$ cat src/rtl/mem_access_stage_pkg.sv
// mem_access_stage_pkg: state encoding, bundle types and constants shared by the MEM stage.
package mem_access_stage_pkg;
   localparam int REG_ADDR_W       = 5;
   localparam int DATA_W           = 32;
   localparam int MAX_WAIT_DEFAULT = 15;
   localparam int CNT_W            = 8;
   typedef enum logic {S_IDLE = 1'b0, S_WAIT = 1'b1} state_e;
   typedef struct packed {
      logic                  memtoreg;
      logic                  regwrite;
      logic [REG_ADDR_W-1:0] rd;
      logic [DATA_W-1:0]     alu;
      logic [DATA_W-1:0]     data;
   } memwb_t;
   typedef struct packed {
      logic                  we;
      logic                  memtoreg;
      logic                  regwrite;
      logic [REG_ADDR_W-1:0] rd;
      logic [DATA_W-1:0]     alu;
      logic [DATA_W-1:0]     wdata;
   } hold_t;
   function automatic logic [DATA_W-1:0] align_addr(input logic [DATA_W-1:0] a, input int n);
      return a & ~((DATA_W'(1) << n) - DATA_W'(1));
   endfunction
endpackage

$ cat src/rtl/mem_access_stage_memwb.sv
// memwb_reg: MEM/WB pipeline register; a bubble clears the whole bundle.
module memwb_reg
   import mem_access_stage_pkg::*;
(
   input  logic   clk_i,
   input  logic   rst_n,
   input  logic   load_i,
   input  logic   bubble_i,
   input  memwb_t d_i,
   output memwb_t q_o
);
   memwb_t q_q;
   always_ff @(posedge clk_i or negedge rst_n)
      if (!rst_n) q_q <= '0;
      else if (load_i) q_q <= bubble_i ? '0 : d_i;
   assign q_o = q_q;
endmodule

$ cat src/rtl/mem_access_stage.sv
// mem_access_stage: MEM pipeline stage with req/ready data-memory handshake, stall, timeout
// abort and branch resolution; drives the MEM/WB register.
module mem_access_stage
   import mem_access_stage_pkg::*;
#(
   parameter int MAX_WAIT   = MAX_WAIT_DEFAULT,
   parameter int ADDR_ALIGN = 2
) (
   input  logic                  clk_i,
   input  logic                  rst_n,
   input  logic                  memread_i,
   input  logic                  memwrite_i,
   input  logic                  branch_i,
   input  logic                  zero_i,
   input  logic                  memtoreg_i,
   input  logic                  RegWrite_i,
   input  logic [DATA_W-1:0]     alu_i,
   input  logic [DATA_W-1:0]     rt_i,
   input  logic [REG_ADDR_W-1:0] rd_addr_i,
   input  logic [DATA_W-1:0]     branch_data_i,
   output logic                  dmem_req_o,
   output logic                  dmem_we_o,
   output logic [DATA_W-1:0]     dmem_addr_o,
   output logic [DATA_W-1:0]     dmem_wdata_o,
   input  logic [DATA_W-1:0]     dmem_rdata_i,
   input  logic                  dmem_ready_i,
   output logic                  stall_o,
   output logic                  pcsrc_o,
   output logic [DATA_W-1:0]     branch_target_o,
   output logic                  memtoreg_o,
   output logic                  RegWrite_o,
   output logic [REG_ADDR_W-1:0] rd_addr_o,
   output logic [DATA_W-1:0]     alu_o,
   output logic [DATA_W-1:0]     mem_data_o,
   output logic                  timeout_o
);
   state_e           state_q, state_d;
   logic [CNT_W-1:0] cnt_q, cnt_d;
   hold_t            hold_q, hold_d, in_b, cur;
   logic             timeout_q, timeout_d;
   logic             access, is_wait, abort, bubble;
   memwb_t           memwb_d, memwb_q;

   assign access  = memread_i | memwrite_i;
   assign is_wait = state_q == S_WAIT;
   assign abort   = is_wait & ~dmem_ready_i & (cnt_q == CNT_W'(MAX_WAIT));
   assign in_b    = '{we: memwrite_i, memtoreg: memtoreg_i, regwrite: RegWrite_i,
                      rd: rd_addr_i, alu: alu_i, wdata: rt_i};
   // Upstream may change while stalled, so a waiting access runs from the holding registers
   assign cur     = is_wait ? hold_q : in_b;

   always_ff @(posedge clk_i or negedge rst_n)
      if (!rst_n) begin
         state_q   <= S_IDLE;
         cnt_q     <= '0;
         hold_q    <= '0;
         timeout_q <= 1'b0;
      end else begin
         state_q   <= state_d;
         cnt_q     <= cnt_d;
         hold_q    <= hold_d;
         timeout_q <= timeout_d;
      end

   always_comb begin
      state_d   = state_q;
      cnt_d     = cnt_q;
      hold_d    = hold_q;
      timeout_d = timeout_q | abort;
      if (!is_wait) begin
         if (access & ~dmem_ready_i) begin
            state_d = S_WAIT;
            cnt_d   = CNT_W'(1);
            hold_d  = in_b;
         end
      end else if (dmem_ready_i | abort) begin
         state_d = S_IDLE;
         cnt_d   = '0;
      end else begin
         cnt_d = cnt_q + CNT_W'(1);
      end
   end

   // Request and stall are gated by reset so they drop at once, even mid-access
   always_comb begin
      dmem_req_o      = rst_n & (is_wait ? ~abort : access);
      stall_o         = rst_n & ~dmem_ready_i & (is_wait ? ~abort : access);
      dmem_we_o       = cur.we;
      dmem_addr_o     = align_addr(cur.alu, ADDR_ALIGN);
      dmem_wdata_o    = cur.wdata;
      pcsrc_o         = branch_i & zero_i & ~is_wait;
      branch_target_o = branch_data_i;
      bubble          = ~dmem_ready_i & (is_wait | access);
      memwb_d         = '{memtoreg: cur.memtoreg, regwrite: cur.regwrite, rd: cur.rd, alu: cur.alu,
                          data: ((is_wait | access) & ~cur.we) ? dmem_rdata_i : '0};
   end

   memwb_reg u_memwb (
      .clk_i    (clk_i),
      .rst_n    (rst_n),
      .load_i   (1'b1),
      .bubble_i (bubble),
      .d_i      (memwb_d),
      .q_o      (memwb_q)
   );

   assign memtoreg_o = memwb_q.memtoreg;
   assign RegWrite_o = memwb_q.regwrite;
   assign rd_addr_o  = memwb_q.rd;
   assign alu_o      = memwb_q.alu;
   assign mem_data_o = memwb_q.data;
   assign timeout_o  = timeout_q;
endmodule

$ cat config.mk
export PLATFORM = sky130hd
export DESIGN_NAME = mem_access_stage
export DESIGN_NICKNAME = d
export VERILOG_FILES = /design/src/rtl/mem_access_stage_pkg.sv /design/src/rtl/mem_access_stage_memwb.sv /design/src/rtl/mem_access_stage.sv
export SDC_FILE = /design/constraint.sdc
export NUM_CORES = 1
export LEC_CHECK = 0
export BUFFER_PORTS_ARGS = -buffer_cell sky130_fd_sc_hd__buf_2
export CORE_UTILIZATION = 35
export DETAILED_ROUTE_END_ITERATION = 8
export GPL_ROUTABILITY_DRIVEN = 0
export PLACE_DENSITY = 0.65
export SETUP_SLACK_MARGIN = 0.05
export SLEW_MARGIN = 30
export SYNTH_ARGS = -nofsm -noshare
export SYNTH_HDL_FRONTEND = slang
export SYNTH_HIERARCHICAL = 1
export SYNTH_SLANG_ARGS = --single-unit
$ cat constraint.sdc
create_clock -name clk_i -period 2.2 [get_ports clk_i]
set_input_delay 0.11 -clock clk_i [delete_from_list [all_inputs] [get_ports clk_i]]
set_output_delay 0.11 -clock clk_i [all_outputs]
set_load 0.02 [all_outputs]
### Yosys cells after proc, flatten, opt, wreduce, memory -nomap -nowiden

Index checks and enable logic that the tools add are counted.

| operators by class | value |
|---|---|
| $add $sub $neg | 1 |
| eq/ne operators | 1 |
| muxes and demuxes | 10 |
| bitwise operators | 18 |
| reduce and logical (&&, ||, !) cells | 2 |

Operators by type and width:

| cell | count |
|---|---|
| $mux 72 | 1 |
| $mux 71 | 1 |
| $mux 32 | 1 |
| $mux 8 | 3 |
| $and 1x1->1 | 10 |
| $add 8x1->8 const B | 1 |
| $eq 8x4->1 const B | 1 |
| $mux 1 | 4 |
| $not 1->1 | 4 |
| $or 1x1->1 | 4 |
| $reduce_and 2->1 | 1 |
| $reduce_bool 2->1 | 1 |

| word-level totals | value |
|---|---|
| bits in registers | 153 |
| bits of input ports | 142 |
| output and inout bits | 172 |
| word-level logic and storage cells | 46 |

### Depth between registers and ports, before layout

Gate-level depths: netlist of the first run.

| logic depth | value |
|---|---|
| word-level depth | 6 |
| gate-level depth with buffers | 6 |
| depth with buffers taken out | 5 |

### By module

The synthesis of the first run kept the hierarchy.

By module, submodules not included:

| module | times used | cells each | area an instance (sq um) | sequential area each (sq um) |
|---|---|---|---|---|
| mem_access_stage | 1 | 427 | 5047.3 | 2052.0 |
| memwb_reg | 1 | 306 | 3083.0 | 1776.7 |

### Worst setup path before layout of the first run

No wires, ideal clock.

| timing path | value |
|---|---|
| path type | reg-to-output |
| start | register cnt_q[0] |
| end | output port stall_o |
| arrival | 2.028 ns |
| data required time | 2.090 ns |
| slack | 0.062 ns |
| cell stages (with the launch flop) | 5 |
| buffers on the path | 0 |
| cell sequence | dfrtp_1 ha_1 nand3_1 nor2_1 a2111oi_0 |

| on the way | value |
|---|---|
| cells in the longest elaborated chain, start to end | 5 |

RTL lines:

| what | RTL line | RTL |
|---|---|---|
| start, declared | mem_access_stage.sv:38 | `logic [CNT_W-1:0] cnt_q, cnt_d;` |
| start signal, assigned | mem_access_stage.sv:60 | `cnt_q <= cnt_d;` |
| $eq 8x4->1 | mem_access_stage.sv:46 | `assign abort = is_wait & ~dmem_ready_i & (cnt_q == CNT_W'(MAX_WAIT));` |
| $and 1x1->1 | mem_access_stage.sv:46 |  |
| $not 1->1 | mem_access_stage.sv:87 | `stall_o = rst_n & ~dmem_ready_i & (is_wait ? ~abort : access);` |
| $mux 1 | mem_access_stage.sv:87 |  |
| $and 1x1->1 | mem_access_stage.sv:87 |  |
| end, declared | mem_access_stage.sv:27 | `output logic stall_o,` |

Every way passes these cells.

### Worst setup path after layout of the first run

Same ends and word-level chain as after synthesis.

==> results_dict.tcl, run 1 <==
set metrics [dict create \
    outcome "finished, final reports clean" \
    ys_types 41 \
    ir_worst_vdd_uv 360 \
    die_w_um 154 \
    pre_cts_ws_ns 0.473 \
    finalClockSkew_ns 0.00870 \
    p_sw_uw 2920 \
    p_total_uw 8890 \
    num_antenna_cells 0 \
    internal_power_uw 5980 \
    grt.overflow.total 0 \
    cts_tree "built" \
    synth-async-reset-ratio 1.00 \
    setup_viol 0 \
    clock_sinks 153 \
    worst_slew_pin_slew_ns 0.696 \
    layout_commonest_cell "buf_2" \
    drive_gt1_frac 0.460 \
    synth-edff-count 0 \
    clockRootBuffer "clkbuf_16" \
    fmax_ghz 0.485 \
    ys_ff_latch 153 \
    chipHeight_um 154 \
    timing.max_cap.violations 0 \
    grtUsageTotal 0.163 \
    setup_tns_ns 0 \
    p_leak_uw 0.00477 \
    portBuffers 247 \
    wl_per_cell_um 15.4 \
    post-route-worst-setup-slack_ns 0.139 \
    dr_total_vias 5819 \
    ctsHtreeMaxLevel 4 \
    endpoint_kind "output port" \
    firstDrtPassIters 5 \
    core_um2 22700 \
    hold_violations 0 \
    clk_latency_ns 0.42 \
    critical_path_class "reg2out" \
    fin_nets 1093 \
    postCtsSetupRepairBufs 0 \
    grt_max_degree 109 \
    vias_per_cell 4.66 \
    cts_buffer_depth 2 \
    ant_nets 0 \
    routed_wl_um 19200 \
    rsz0062_at_grt "no" \
    worstPathRequired_ns 2.09 \
    grt_pass1_vias 5925 \
    io-pin-count 314 \
    synth_ff_type "dfrtp_1" \
    dp_hpwl_um 12100 \
    power_switching_share 0.328 \
    drt_iter0_drc 211 \
    numCtsBuffers 17 \
    power_density_nw_per_um2 872 \
    layout_common_cells "246 x buf_2, 152 x dfrtp_1, 144 x mux2_2" \
    ys_seq_area_frac 0.471 \
    max_slew_margin 0.536 \
    synth_warnings 6 \
    min_path_type "in2reg" \
    fp-row-count 55 \
    finalCriticalPeriod_ns 2.06 \
    drc 0 \
    finalMaxSlewViolations 0 \
    dieArea_um2 23800 \
    start_kind "flop" \
    synth.avg_cell_area_um2 11.1 \
    fillerInstances 2134 \
    synth_area_um2 8130 \
    crit_arrival_ns 1.95 \
    antenna_found_initial 0 \
    synthCells 733 \
    critical_path.max_fanout 4 \
    clk_pin_slew_worst_paths_ns 0.07 \
    finalCritPeriodShare 0.937 \
    initial_core_util 0.358 \
    pwr-share-seq 0.400 \
    p_comb_frac 0.279 \
    syn_to_final_growth_pct 25.5 \
    grt_pass1_wl_um 30900 \
    p_clk_frac 0.322 \
]
-- path summary, 6_finish.rpt --
kind,from,slack (ns),cells after the start,to
max in group asynchronous,rst_n,1.29,3,u_memwb/q_o[14]
hold / removal,dmem_rdata_i[10],0.02,4,u_memwb/q_o[10]
setup reg to reg,is_wait,0.45,5,u_memwb/q_o[2]
min in group asynchronous,rst_n,0.34,3,hold_q[21]
setup / recovery,cnt_q[0],0.14,5,stall_o
hold reg to reg,timeout_o,0.46,1,timeout_o
-- worst max-delay path, stage by stage, from the launching register on --
cell and delay (ns):
dfrtp_1 0.40, ha_1 0.25, nand3_2 0.12, nor2_1 0.09
a2111oi_1 0.43, buf_2 0.24
-- through the flow --
stage | utilization | cells | instance area (um^2) | hold WS (ns)
6_report | 0.449 | 1248 | 10200 | 0.0221
5_1_grt | 0.449 | 1248 | 10200 | 0.0274
4_1_cts | 0.449 | 1248 | 10200 | 0.00673
3_5_place_dp | 0.391 | 1143 | 8890 | 0.220
3_3_place_gp | 0.391 | 1143 | 8890 | 0.220
2_1_floorplan | - | 740 | 8160 | -0.186
-- area by class of cell --
cell class / count / area [um^2] / share of cell area
Sequential cell: 153 / 3830 / 0.376
Clock inverter: 14 / 134 / 0.0131
Tap cell: 285 / 357 / 0.0349
Multi-Input combinational cell: 376 / 3080 / 0.302
Clock buffer: 18 / 439 / 0.0430
Timing Repair Buffer: 329 / 2090 / 0.204
Inverter: 73 / 274 / 0.0269
-- cells in the mapped netlist, types with 2 or more instances --
cell type,number,area share
mux2_2,144,0.20
and2_1,32,0.025
conb_1,2,0.00092
clkbuf_1,16,0.0074
inv_1,73,0.034
nand3_1,3,0.0018
a21o_1,2,0.0018
o21ai_1,13,0.0080
dfrtp_1,153,0.47
o21ai_0,64,0.039
buf_4,103,0.095
nand2b_1,3,0.0023
buf_2,8,0.0049
buf_6,9,0.012
o22ai_1,2,0.0015
nor2_1,7,0.0032
nand3b_1,71,0.066
nand2_1,5,0.0023
-- registers in the layout, indices dropped and copies added (netlist names) --
signal / cells
cnt_q: 8
timeout_o: 1
is_wait: 1
u_memwb/q_o: 71
hold_q: 72
-- power groups by stage --
| stage | Clock [uW] | Combinational, uW | Sequential, uW |
|---|---|---|---|
| 3_5_place_dp | 0 | 2370 | 3600 |
| 3_3_place_gp | 0 | 2340 | 3580 |
| 2_1_floorplan | 0 | 1820 | 3750 |
| 5_1_grt | 3070 | 2690 | 3630 |
| 4_1_cts | 2970 | 2480 | 3560 |
| 6_report | 2860 | 2480 | 3560 |
-- routing by layer --
layer | vias to the layer above | track usage | wire length (um)
li1 | 2777 | - | -
met1 | 2833 | 0.208 | 8630
met2 | 190 | 0.270 | 9020
met3 | 19 | 0.0471 | 1270
met4 | 0 | 0.0476 | 247
met5 | - | 0 | 0
-- timing repair --
item / 4_1_cts / 5_1_grt
gates cloned: 0 / 0
hold buffers: 73 / 0
endpoints found under the setup margin: 1 / 58
hold endpoints to repair: 225 / 0
gates resized for setup: 2 / 2
-- logic make-up (layout without fill, tap and decap cells) --
group                      Yosys count  count (layout)  share of synthesized area
AOI/OAI and AO/OA                   90              90                     0.0605
DFF                                153             153                      0.471
other                                2               9                   0.000924
muxes                              145             145                      0.201
xor gates and xnor gates             1               1                    0.00108
adders and majority gates            1               1                    0.00154
buffers and inverters              211             434                      0.156
and+or+nand+nor                    130             130                      0.108
(Power assumes the default switching activity.)
==> run 2, diff against run 1 <==
- CTS_CLUSTER_DIAMETER: unset -> 150
- HOLD_SLACK_MARGIN: unset -> 0.06
==> results_dict.tcl, run 2 (synthesis gave the netlist of run 1 again) <==
set metrics [dict create \
    outcome "finished, final reports clean" \
    layout_commonest_cell "buf_2" \
    wl_per_cell_um 15.4 \
    power_density_nw_per_um2 852 \
    multi_input_area_um2 3080 \
    die_w_um 154 \
    largest-register "hold_q" \
    fmax_ghz 0.487 \
    whs_endpoint "u_memwb/q_o[0]" \
    dr_total_vias 5944 \
    setup_tns_ns 0 \
    grt_pass1_wl_um 31600 \
    power_switching_share 0.328 \
    hold_depth 4 \
    numCtsBuffers 17 \
    p_sw_uw 2930 \
    setup_viol 0 \
    io-pin-count 314 \
    rsz0062_at_grt "no" \
    core_um2 22700 \
    clk_pin_slew_worst_paths_ns 0.07 \
    fillerInstances 2087 \
    fin_nets 1123 \
    p_clk_frac 0.320 \
    final_util 0.463 \
    num_antenna_cells 0 \
    post-route-worst-setup-slack_ns 0.145 \
    placed_area_um2 8890 \
    timing.max_cap.violations 0 \
    firstDrtPassIters 4 \
    vias_per_cell 4.65 \
    crit_arrival_ns 1.95 \
    r2r-end "u_memwb/q_o[7]" \
    min_path_type "in2reg" \
    clockRootBuffer "clkbuf_16" \
    grtUsageTotal 0.167 \
    finalMaxSlewViolations 0 \
    dp_hpwl_um 12100 \
    ant_nets 0 \
    syn_to_final_growth_pct 29.2 \
    drc 0 \
    grt_max_degree 109 \
    cts_tree "built" \
    portBuffers 247 \
    grt.overflow.total 0 \
    p_comb_frac 0.283 \
    start_kind "flop" \
    finalCritPeriodShare 0.934 \
    initial_core_util 0.358 \
    dieArea_um2 23800 \
    finalCriticalPeriod_ns 2.06 \
    p_total_uw 8950 \
    cts_buffer_depth 2 \
    layout_common_cells "246 x buf_2, 152 x dfrtp_1, 144 x mux2_2" \
    reg2reg_slack_ns 0.41 \
    max_slew_margin 0.544 \
    reg2reg_depth 5 \
    drive_gt1_frac 0.446 \
    drt_iter0_drc 177 \
    reg2reg_from "is_wait" \
    finalClockSkew_ns 0.00868 \
    clk_latency_ns 0.42 \
    pwr-share-seq 0.398 \
    critical_path_class "reg2out" \
    largest_register_ffs 72 \
    p_leak_uw 0.00490 \
    chipHeight_um 154 \
    ctsHtreeMaxLevel 4 \
    clock_sinks 153 \
    grt_pass1_vias 6108 \
    fp-row-count 55 \
    routed_wl_um 19700 \
    worstPathRequired_ns 2.09 \
    endpoint_kind "output port" \
    worst_slew_pin_slew_ns 0.684 \
    critical_path.max_fanout 4 \
    hold_violations 0 \
    min_from "dmem_rdata_i[0]" \
    antenna_found_initial 0 \
    internal_power_uw 6010 \
    final_area_um2 10500 \
    pre_cts_ws_ns 0.473 \
    ir_worst_vdd_uv 359 \
    register_area_um2 3830 \
]
[run 2: cell type report]
| cell class | count | share of cell area |
|---|---|---|
| inverter | 73 | 0.0261 |
| sequential | 153 | 0.365 |
| multi-input combinational | 376 | 0.293 |
| tap | 285 | 0.0339 |
| clock inverter | 14 | 0.0127 |
| clock buffer | 18 | 0.0418 |
| timing repair buffer | 359 | 0.227 |
[run 2: worst max-delay path: stages (launching register included)]
cell       delay [ns]
dfrtp_1          0.40
ha_1             0.25
nand3_2          0.12
nor2_1           0.09
a2111oi_1        0.42
buf_2            0.24
[run 2: worst max-delay path by stage]
stage | startpoint | endpoint | depth (start not counted)
detailed placement | cnt_q[0] | stall_o | 5
floorplan | cnt_q[0] | stall_o | 4
global route | cnt_q[4] | dmem_req_o | 4
finish | cnt_q[0] | stall_o | 5
CTS | is_wait | dmem_addr_o[7] | 3
global placement | cnt_q[0] | stall_o | 5
[run 2: power groups by stage]
stage	registers [uW]	clock network, uW	logic (uW)
global route	3630	3070	2740
CTS	3560	2970	2520
floorplan	3750	0	1820
detailed placement	3600	0	2370
finish	3560	2860	2530
global placement	3580	0	2340
[run 2: timing repair]
item	CTS	global route
gates resized for setup	2	2
buffers inserted	0	0
setup endpoints to repair	1	58
endpoints found under the hold margin	258	0
pin swaps	0	0
hold buffers	103	0
[run 2: through the flow]
| step | std cells | hold WS [ns] |
|---|---|---|
| 2_1_floorplan | 740 | -0.186 |
| 3_3_place_gp | 1143 | 0.220 |
| 3_5_place_dp | 1143 | 0.220 |
| 4_1_cts | 1278 | 0.0630 |
| 5_1_grt | 1278 | 0.108 |
| 6_report | 1278 | 0.102 |
[run 2: per-layer routing]
metal,vias to the layer above,track usage,wire length (um),part of all wire
li1,2834,-,-,-
met1,2895,0.211,8890,0.45
met2,196,0.280,9360,0.48
met3,19,0.0440,1200,0.061
met4,0,0.0476,248,0.013
met5,-,0,0,0
==> run 3, diff against run 2 <==
- CELL_PAD_IN_SITES_DETAIL_PLACEMENT: unset -> 1
- CELL_PAD_IN_SITES_GLOBAL_PLACEMENT: unset -> 1
- PLACE_DENSITY: 0.65 -> 0.8
==> results_dict.tcl, run 3 (synthesis gave the netlist of run 1 again) <==
set metrics [dict create \
    p_leak_uw 0.00492 \
    outcome "finished, final reports clean" \
    dieArea_um2 23800 \
    vias_per_cell 4.81 \
    firstDrtPassIters 4 \
    fin_hold_ws_ns 0.0714 \
    grt_max_degree 153 \
    layout_common_cells "246 x buf_2, 152 x dfrtp_1, 144 x mux2_2" \
    reg2reg_depth 6 \
    wl_per_cell_um 17.5 \
    finalClockSkew_ns 0.0193 \
    timing.max_cap.violations 0 \
    path_buf_inv 1 \
    drt_iter0_drc 200 \
    fp-row-count 55 \
    routed_wl_um 22400 \
    rsz0062_at_grt "no" \
    critical_path_class "reg2out" \
    layout_commonest_cell "buf_2" \
    crit_arrival_ns 1.95 \
    io-pin-count 314 \
    fmax_ghz 0.486 \
    path_depth 4 \
    path_cells "or4_4 -> nor2_1 -> a2111oi_0 -> buf_2" \
    min_path_type "in2async" \
    drive_gt1_frac 0.445 \
    portBuffers 247 \
    hold_violations 0 \
    grtUsageTotal 0.193 \
    placed_area_um2 8890 \
    finalCritPeriodShare 0.935 \
    cp_slowest_cell "or4_4" \
    cts_tree "built" \
    largest-register "hold_q" \
    multi_input_area_um2 3080 \
    cts_buffer_depth 2 \
    largest_register_ffs 72 \
    post-route-worst-setup-slack_ns 0.144 \
    power_density_nw_per_um2 879 \
    ir_worst_vdd_uv 456 \
    internal_power_uw 6240 \
    worst_slew_pin_slew_ns 1.03 \
    antenna_found_initial 0 \
    grt.overflow.total 0 \
    syn_to_final_growth_pct 30.1 \
    clk_latency_ns 0.42 \
    clock_sinks 153 \
    setup_viol 0 \
    dr_total_vias 6155 \
    p_comb_frac 0.278 \
    clk_pin_slew_worst_paths_ns 0.07 \
    setup_tns_ns 0 \
    p_sw_uw 3060 \
    worstPathRequired_ns 2.09 \
    num_antenna_cells 0 \
    ant_nets 0 \
    fin_nets 1124 \
    core_um2 22700 \
    grt_pass1_wl_um 36500 \
    clockRootBuffer "clkbuf_16" \
    drc 0 \
    register_area_um2 3830 \
    pre_cts_ws_ns 0.432 \
    endpoint_kind "output port" \
    grt_pass1_vias 6937 \
    pwr-share-seq 0.385 \
    final_area_um2 10600 \
    numCtsBuffers 17 \
    critical_path.max_fanout 5 \
    fillerInstances 2498 \
    initial_core_util 0.358 \
    p_clk_frac 0.338 \
    crit_family "simple AND/OR/NAND/NOR gates" \
    ctsHtreeMaxLevel 4 \
    chipHeight_um 154 \
    dp_hpwl_um 13200 \
    finalCriticalPeriod_ns 2.06 \
    max_slew_margin 0.313 \
    start_kind "flop" \
    die_w_um 154 \
    finalMaxSlewViolations 0 \
    slowest_delay_ns 0.59 \
    power_switching_share 0.329 \
]
==> run 3: cell count changes in the layout (fill, tap and decap cells not counted), moves of 2 or more <==
cell,change
buf_6,-2
bufinv_16,+2
clkinv_4,-5
dlygate4sd3_1,+2
inv_8,+2
==> run 3: what timing repair did <==
| item | in CTS | in global routing |
|---|---|---|
| hold endpoints to repair | 258 | 0 |
| gates resized for setup | 0 | 1 |
| endpoints found under the setup margin | 0 | 1 |
| setup buffers | 0 | 0 |
| hold buffers | 105 | 0 |
==> run 3: worst paths after layout <==
kind                              start        endpoint  slack, ns
min in group clk_i         dmem_ready_i        cnt_q[6]       0.13
min                               rst_n        cnt_q[4]       0.07
max reg2reg                     is_wait  u_memwb/q_o[8]       0.43
max in group asynchronous         rst_n         is_wait       0.95
max                            cnt_q[4]         stall_o       0.14
min reg2reg                   timeout_o       timeout_o       0.47
==> run 3: area by class of cell <==
cell class | instances | area share
Sequential cell | 153 | 0.362
Multi-Input combinational cell | 376 | 0.291
Clock buffer | 17 | 0.0402
Timing Repair Buffer | 360 | 0.227
Inverter | 73 | 0.0259
Clock inverter | 15 | 0.0189
Tap cell | 285 | 0.0337
==> run 3: worst reg2reg max path, stage by stage, from the launching register on <==
cell and delay (ns):
dfrtp_4 0.47, buf_12 0.28, mux2i_2 0.28, buf_4 0.30, and2_1 0.19, nand3b_1 0.07
o21ai_0 0.10
==> run 3: power by group through the flow <==
stage / sequential (uW) / clock [uW] / combinational (uW)
floorplan: 3750 / 0 / 1820
global placement: 3580 / 0 / 2350
detailed placement: 3610 / 0 / 2400
CTS: 3560 / 3230 / 2550
global route: 3640 / 3360 / 2790
finish: 3580 / 3140 / 2580
==> run 3: through the flow <==
step / cells / power, uW / utilization
after floorplan: 740 / 5570 / -
after global placement: 1142 / 5930 / 0.392
after detailed placement: 1142 / 6010 / 0.392
after CTS: 1279 / 9350 / 0.465
after global routing: 1279 / 9800 / 0.466
final: 1279 / 9290 / 0.466
==> run 3: per-layer routing <==
layer,track usage,wire length [um]
met2,0.343,11300
met5,0,0
met4,0.0618,388
met1,0.229,9550
met3,0.0434,1160
